<file path="config.mk">
export PLATFORM = sky130hd
export DESIGN_NAME = inst_fetch_unit
export DESIGN_NICKNAME = d
export VERILOG_FILES = /design/src/rtl/inst_fetch_unit.sv
export SDC_FILE = /design/constraint.sdc
export NUM_CORES = 1
export LEC_CHECK = 0
export BUFFER_PORTS_ARGS = -buffer_cell sky130_fd_sc_hd__buf_2
export CORE_ASPECT_RATIO = 0.6
export CORE_MARGIN = 10
export CORE_UTILIZATION = 58
export CTS_BUF_LIST = sky130_fd_sc_hd__clkbuf_8 sky130_fd_sc_hd__clkbuf_16
export DETAILED_ROUTE_END_ITERATION = 16
export PLACE_DENSITY = 0.83
export SLEW_MARGIN = 20
export SYNTH_ARGS = -nofsm -noshare
export SYNTH_HDL_FRONTEND = slang
export SYNTH_SLANG_ARGS = --single-unit
</file>
<file path="constraint.sdc">
create_clock -name clk -period 8.4 [get_ports clk]
set_input_delay 1.68 -clock clk [delete_from_list [all_inputs] [get_ports clk]]
set_output_delay 1.68 -clock clk [all_outputs]
set_load 0.01 [all_outputs]
</file>
<file path="src/rtl/inst_fetch_unit.sv">
`default_nettype none
// ============================================================================
// Module   : inst_fetch_unit
// Purpose  : riscv32 instruction fetch front-end. Issues ROM reads under a
//            credit rule, captures the 1-cycle ROM response, buffers
//            {pc, inst} in a small FIFO and serves decode via valid/ready.
//            A redirect flushes the buffer and restarts fetch.
// Revision : 1.0 - initial release
// ============================================================================
module inst_fetch_unit #(
  parameter logic [31:0] RESET_PC   = 32'h0000_0000,
  parameter int          FIFO_DEPTH = 4
) (
  input  logic        clk,
  input  logic        rstn,
  input  logic        fetch_en,
  output logic        rom_rx_valid,
  output logic [31:0] rom_rx_addr,
  input  logic        rom_tx_valid,
  input  logic [31:0] rom_tx_data,
  input  logic        redirect_valid,
  input  logic [31:0] redirect_pc,
  output logic        if_valid,
  input  logic        if_ready,
  output logic [31:0] if_inst,
  output logic [31:0] if_pc
);

  localparam int          PW         = $clog2(FIFO_DEPTH);
  localparam int          CW         = PW + 1;
  localparam logic [CW:0] c_depth    = (CW+1)'(FIFO_DEPTH);
  localparam logic [CW-1:0] c_full   = CW'(FIFO_DEPTH);
  localparam logic [31:0] c_nop      = 32'h0000_0013;

  logic          r_alive;
  logic [31:0]   r_pc;
  logic          r_inflight;
  logic [31:0]   r_inflight_pc;
  logic [CW-1:0] r_count;
  logic [PW-1:0] r_wr_ptr;
  logic [PW-1:0] r_rd_ptr;
  logic [31:0]   r_mem_pc   [FIFO_DEPTH];
  logic [31:0]   r_mem_inst [FIFO_DEPTH];

  logic          w_issue;
  logic          w_capture;
  logic          w_push;
  logic          w_pop;
  logic          w_not_empty;
  logic [CW:0]   w_occupancy;

  // Buffered entries plus the outstanding response must never exceed the FIFO.
  assign w_occupancy  = {1'b0, r_count} + {{CW{1'b0}}, r_inflight};
  assign w_issue      = r_alive & fetch_en & ~redirect_valid & (w_occupancy < c_depth);
  // rom_tx_valid is sticky, so only our own outstanding request qualifies it.
  assign w_capture    = r_inflight & rom_tx_valid;
  assign w_push       = w_capture & ~redirect_valid;
  assign w_not_empty  = (r_count != '0);
  assign w_pop        = if_valid & if_ready;

  assign rom_rx_valid = w_issue;
  assign rom_rx_addr  = r_pc;
  assign if_valid     = w_not_empty & ~redirect_valid;
  assign if_inst      = w_not_empty ? r_mem_inst[r_rd_ptr] : c_nop;
  assign if_pc        = w_not_empty ? r_mem_pc[r_rd_ptr]   : 32'h0000_0000;

  // Fetch PC, outstanding-request tracking and the start-up gate.
  always_ff @(posedge clk or negedge rstn) begin
    if (!rstn) begin
      r_alive       <= 1'b0;
      r_pc          <= RESET_PC;
      r_inflight    <= 1'b0;
      r_inflight_pc <= 32'h0000_0000;
    end else begin
      r_alive    <= 1'b1;
      r_inflight <= w_issue;
      if (redirect_valid) begin
        r_pc <= redirect_pc & 32'hFFFF_FFFC;
      end else if (w_issue) begin
        r_pc          <= r_pc + 32'd4;
        r_inflight_pc <= r_pc;
      end
    end
  end

  // FIFO pointers and occupancy; a redirect flush takes priority over push.
  always_ff @(posedge clk or negedge rstn) begin
    if (!rstn) begin
      r_count  <= '0;
      r_wr_ptr <= '0;
      r_rd_ptr <= '0;
    end else if (redirect_valid) begin
      r_count  <= '0;
      r_wr_ptr <= '0;
      r_rd_ptr <= '0;
    end else begin
      if (w_push) r_wr_ptr <= r_wr_ptr + 1'b1;
      if (w_pop)  r_rd_ptr <= r_rd_ptr + 1'b1;
      case ({w_push, w_pop})
        2'b10:   r_count <= r_count + 1'b1;
        2'b01:   r_count <= r_count - 1'b1;
        default: r_count <= r_count;
      endcase
    end
  end

  // FIFO storage; contents are only observed while count is non-zero.
  always_ff @(posedge clk) begin
    if (w_push) begin
      r_mem_pc[r_wr_ptr]   <= r_inflight_pc;
      r_mem_inst[r_wr_ptr] <= rom_tx_data;
    end
  end

  // The credit rule must make a push into a full buffer impossible.
  a_no_push_when_full: assert property (@(posedge clk) disable iff (!rstn)
    !(w_push && (r_count == c_full)));

endmodule
`default_nettype wire

</file>
==> results.yml <==
global_routing:
  overflow: 0
  antenna_found_initial: 1
  grt_start_max_net_pins: 70
  grt_pass1_vias: 7603
  grt_pass1_wl_mm: 43.7
  grt_usage_pct: 19.4
cts:
  clk_latency_ns: 0.54
  tritoncts: "yes"
  htree_levels: 1
  cts-root-buf: "clkbuf_16"
  cts_made_buffers: 29
  clkSlewWorstSetupHoldPaths_ns: 0.06
  cts_hold_buf: 0
  clock_path_buffers: 3
  clock_sinks: 317
  cts_setup_buffers: 0
  cts-resized-gates: 0
logic_synthesis:
  yosysSeqAreaShare_pct: 71.5
  ys.flop_type: "edfxtp_1"
  synth-edff-count: 248
  synth_top_area_share_pct: 58.0
  yosysTopAreaCell: "edfxtp_1"
  netlist_area_um2: 12800
  ys_types: 55
  ys_top_cells_by_area: "edfxtp_1 (58%), dfrtp_1 (13%), mux4_2 (11%)"
  ys_seq_elements: 317
  async_reset_ff_share_pct: 21.8
  synth_cells: 788
  yosysWarnings: 0
  syn_avg_cell_area_um2: 16.3
min_path:
  hold_class: "flip-flop to flip-flop"
  worstHoldStart: "r_inflight_pc[25]"
floorplanning:
  die_area_um2: 28700
  rows: 42
  die_w_um: 212
  fp.dieH_um: 135
  core_region_area_um2: 21900
  start_util_pct: 58.6
  io-pin-count: 168
route:
  route.detailed.drc: 0
  vias_per_cell: 5.94
  num_vias: 7461
  first_pass_iters: 5
  wl_mm: 27.8
  ant_nets: 0
  wl_per_cell_um: 22.1
  drtIter0Drc: 761
placed_design:
  placedCellCount: 1203
  dp_slack_ns: 3.13
  port-buffer-count: 161
  place_hpwl_mm: 17.3
  gp_congestion: 0.798
critical_path:
  critPathCaptureType: "output pin"
  worst_ep_required_time_ns: 6.72
  arrival_ns: 3.62
  startpoint_type: "input port"
  path_class: "input port to output pin"
  cp-startpoint: "redirect_valid"
  crit_fanout: 60
  reg2reg_from: "r_count[1]"
pwr:
  irDropWorstVdd_mv: 0.159
  leakage_nw: 5.54
  powerDensity_nw_per_um2: 234
finish:
  final_common_cell: "edfxtp_1"
  most-common-layout-cells: "edfxtp_1 (248), buf_2 (160), nand2_1 (117)"
  synthToLayoutAreaGrowth_pct: 15.4
  fin_nets: 1024
  finalNonFillerCells: 1257
  layout-drive-gt1-share_pct: 30.6
  regArea_um2: 9180
  fill_cells: 1471
  multiInputGateArea_um2: 3420
timing:
  fin_setup_tns_ns: 0
  post-route-min-period_ns: 5.30
  tightest_slew_ns: 0.993
  hold_viol: 0
  setup_slack_ns: 3.10
  skew_ns: 0.0201
  drv_slew: 0
  max_freq_ghz: 0.189
  slew_headroom_pct: 33.8
  setup_violations: 0
  rsz0062_at_grt: "false"
  layout_worst_path_cycle_share_pct: 63.1
outcome:
  outcome: "finished clean"
run:
  drv_cap: 0
[worst paths after layout]
kind                                      to  depth (start not counted)  slack [ns]
setup reg to reg             rom_rx_addr[20]                          6        5.72
setup / recovery                rom_rx_valid                          5        3.10
hold reg to reg              r_mem_pc[0][25]                          0        0.52
min in group asynchronous  r_inflight_pc[21]                          1        1.26
hold / removal               r_mem_pc[0][25]                          0        0.52
max in group asynchronous        r_rd_ptr[1]                          1        6.41
[sequential cells by signal (all words and copies together), names as in the netlist]
name,cells
r_count,3
r_mem_pc,120
r_rd_ptr,2
r_inflight,1
r_alive,1
rom_rx_addr,30
r_mem_inst,128
r_wr_ptr,2
r_inflight_pc,30
[Yosys cell counts (7+ instances only)]
| master | instances |
|---|---|
| edfxtp_1 | 248 |
| nand2_1 | 117 |
| dfrtp_1 | 69 |
| mux4_2 | 62 |
| nor2b_1 | 59 |
| clkbuf_1 | 29 |
| nor2_1 | 20 |
| o21ai_0 | 20 |
| nand3_1 | 19 |
| buf_2 | 12 |
| o211ai_1 | 11 |
| nand4_1 | 10 |
| inv_1 | 9 |
| a21oi_1 | 7 |
| o311ai_0 | 7 |
[logic make-up after synthesis]
family | count (synthesis) | share of synthesized area (%)
adders and majority gates | 6 | 0.643
xor gates and xnor gates | 4 | 0.273
AOI/OAI and AO/OA | 70 | 3.82
and+or+nand+nor | 265 | 10.4
other | 2 | 0.0585
buffers and inverters | 59 | 2.17
muxes | 65 | 11.1
DFF | 317 | 71.5
[worst max-delay path, cell delays in order]
cell and delay, ns:
buf_2 0.08, buf_4 0.43, or4_4 0.75, clkinv_8 0.37, buf_2 0.26
[report_power, final]
part           internal (W)  switching (W)
clock              0.000676       0.000538
sequential          0.00179      0.0000897
combinational      0.000169       0.000207
total               0.00263       0.000835
[through the flow]
stage / area, um2 / hold slack, ns / total power (W) / utilization, %
6_report: 14800 / 0.522 / 0.00346 / 67.6
5_1_grt: 14800 / 0.544 / 0.00360 / 67.6
4_1_cts: 14800 / 0.522 / 0.00350 / 67.6
3_5_place_dp: 13900 / 0.507 / 0.00229 / 63.5
3_3_place_gp: 13900 / 0.498 / 0.00227 / 63.5
2_1_floorplan: 12800 / 0.471 / 0.00212 / -
[final cells by class]
| class | instances | share of cell area [%] |
|---|---|---|
| Antenna cell | 1 | 0.0169 |
| Clock buffer | 31 | 5.09 |
| Clock inverter | 22 | 0.887 |
| Inverter | 10 | 0.338 |
| Multi-Input combinational cell | 415 | 23.1 |
| Sequential cell | 317 | 62.0 |
| Tap cell | 286 | 2.42 |
| Timing Repair Buffer | 175 | 6.17 |
[per-layer routing]
metal	vias to the layer above	part of all wire (%)	global-route usage [%]
li1	3333	-	-
met1	3784	42	27.6
met2	302	47	30.0
met3	42	8.7	5.04
met4	0	1.6	3.98
met5	-	0	0
No activity file was read; power rests on OpenSTA's default activity.
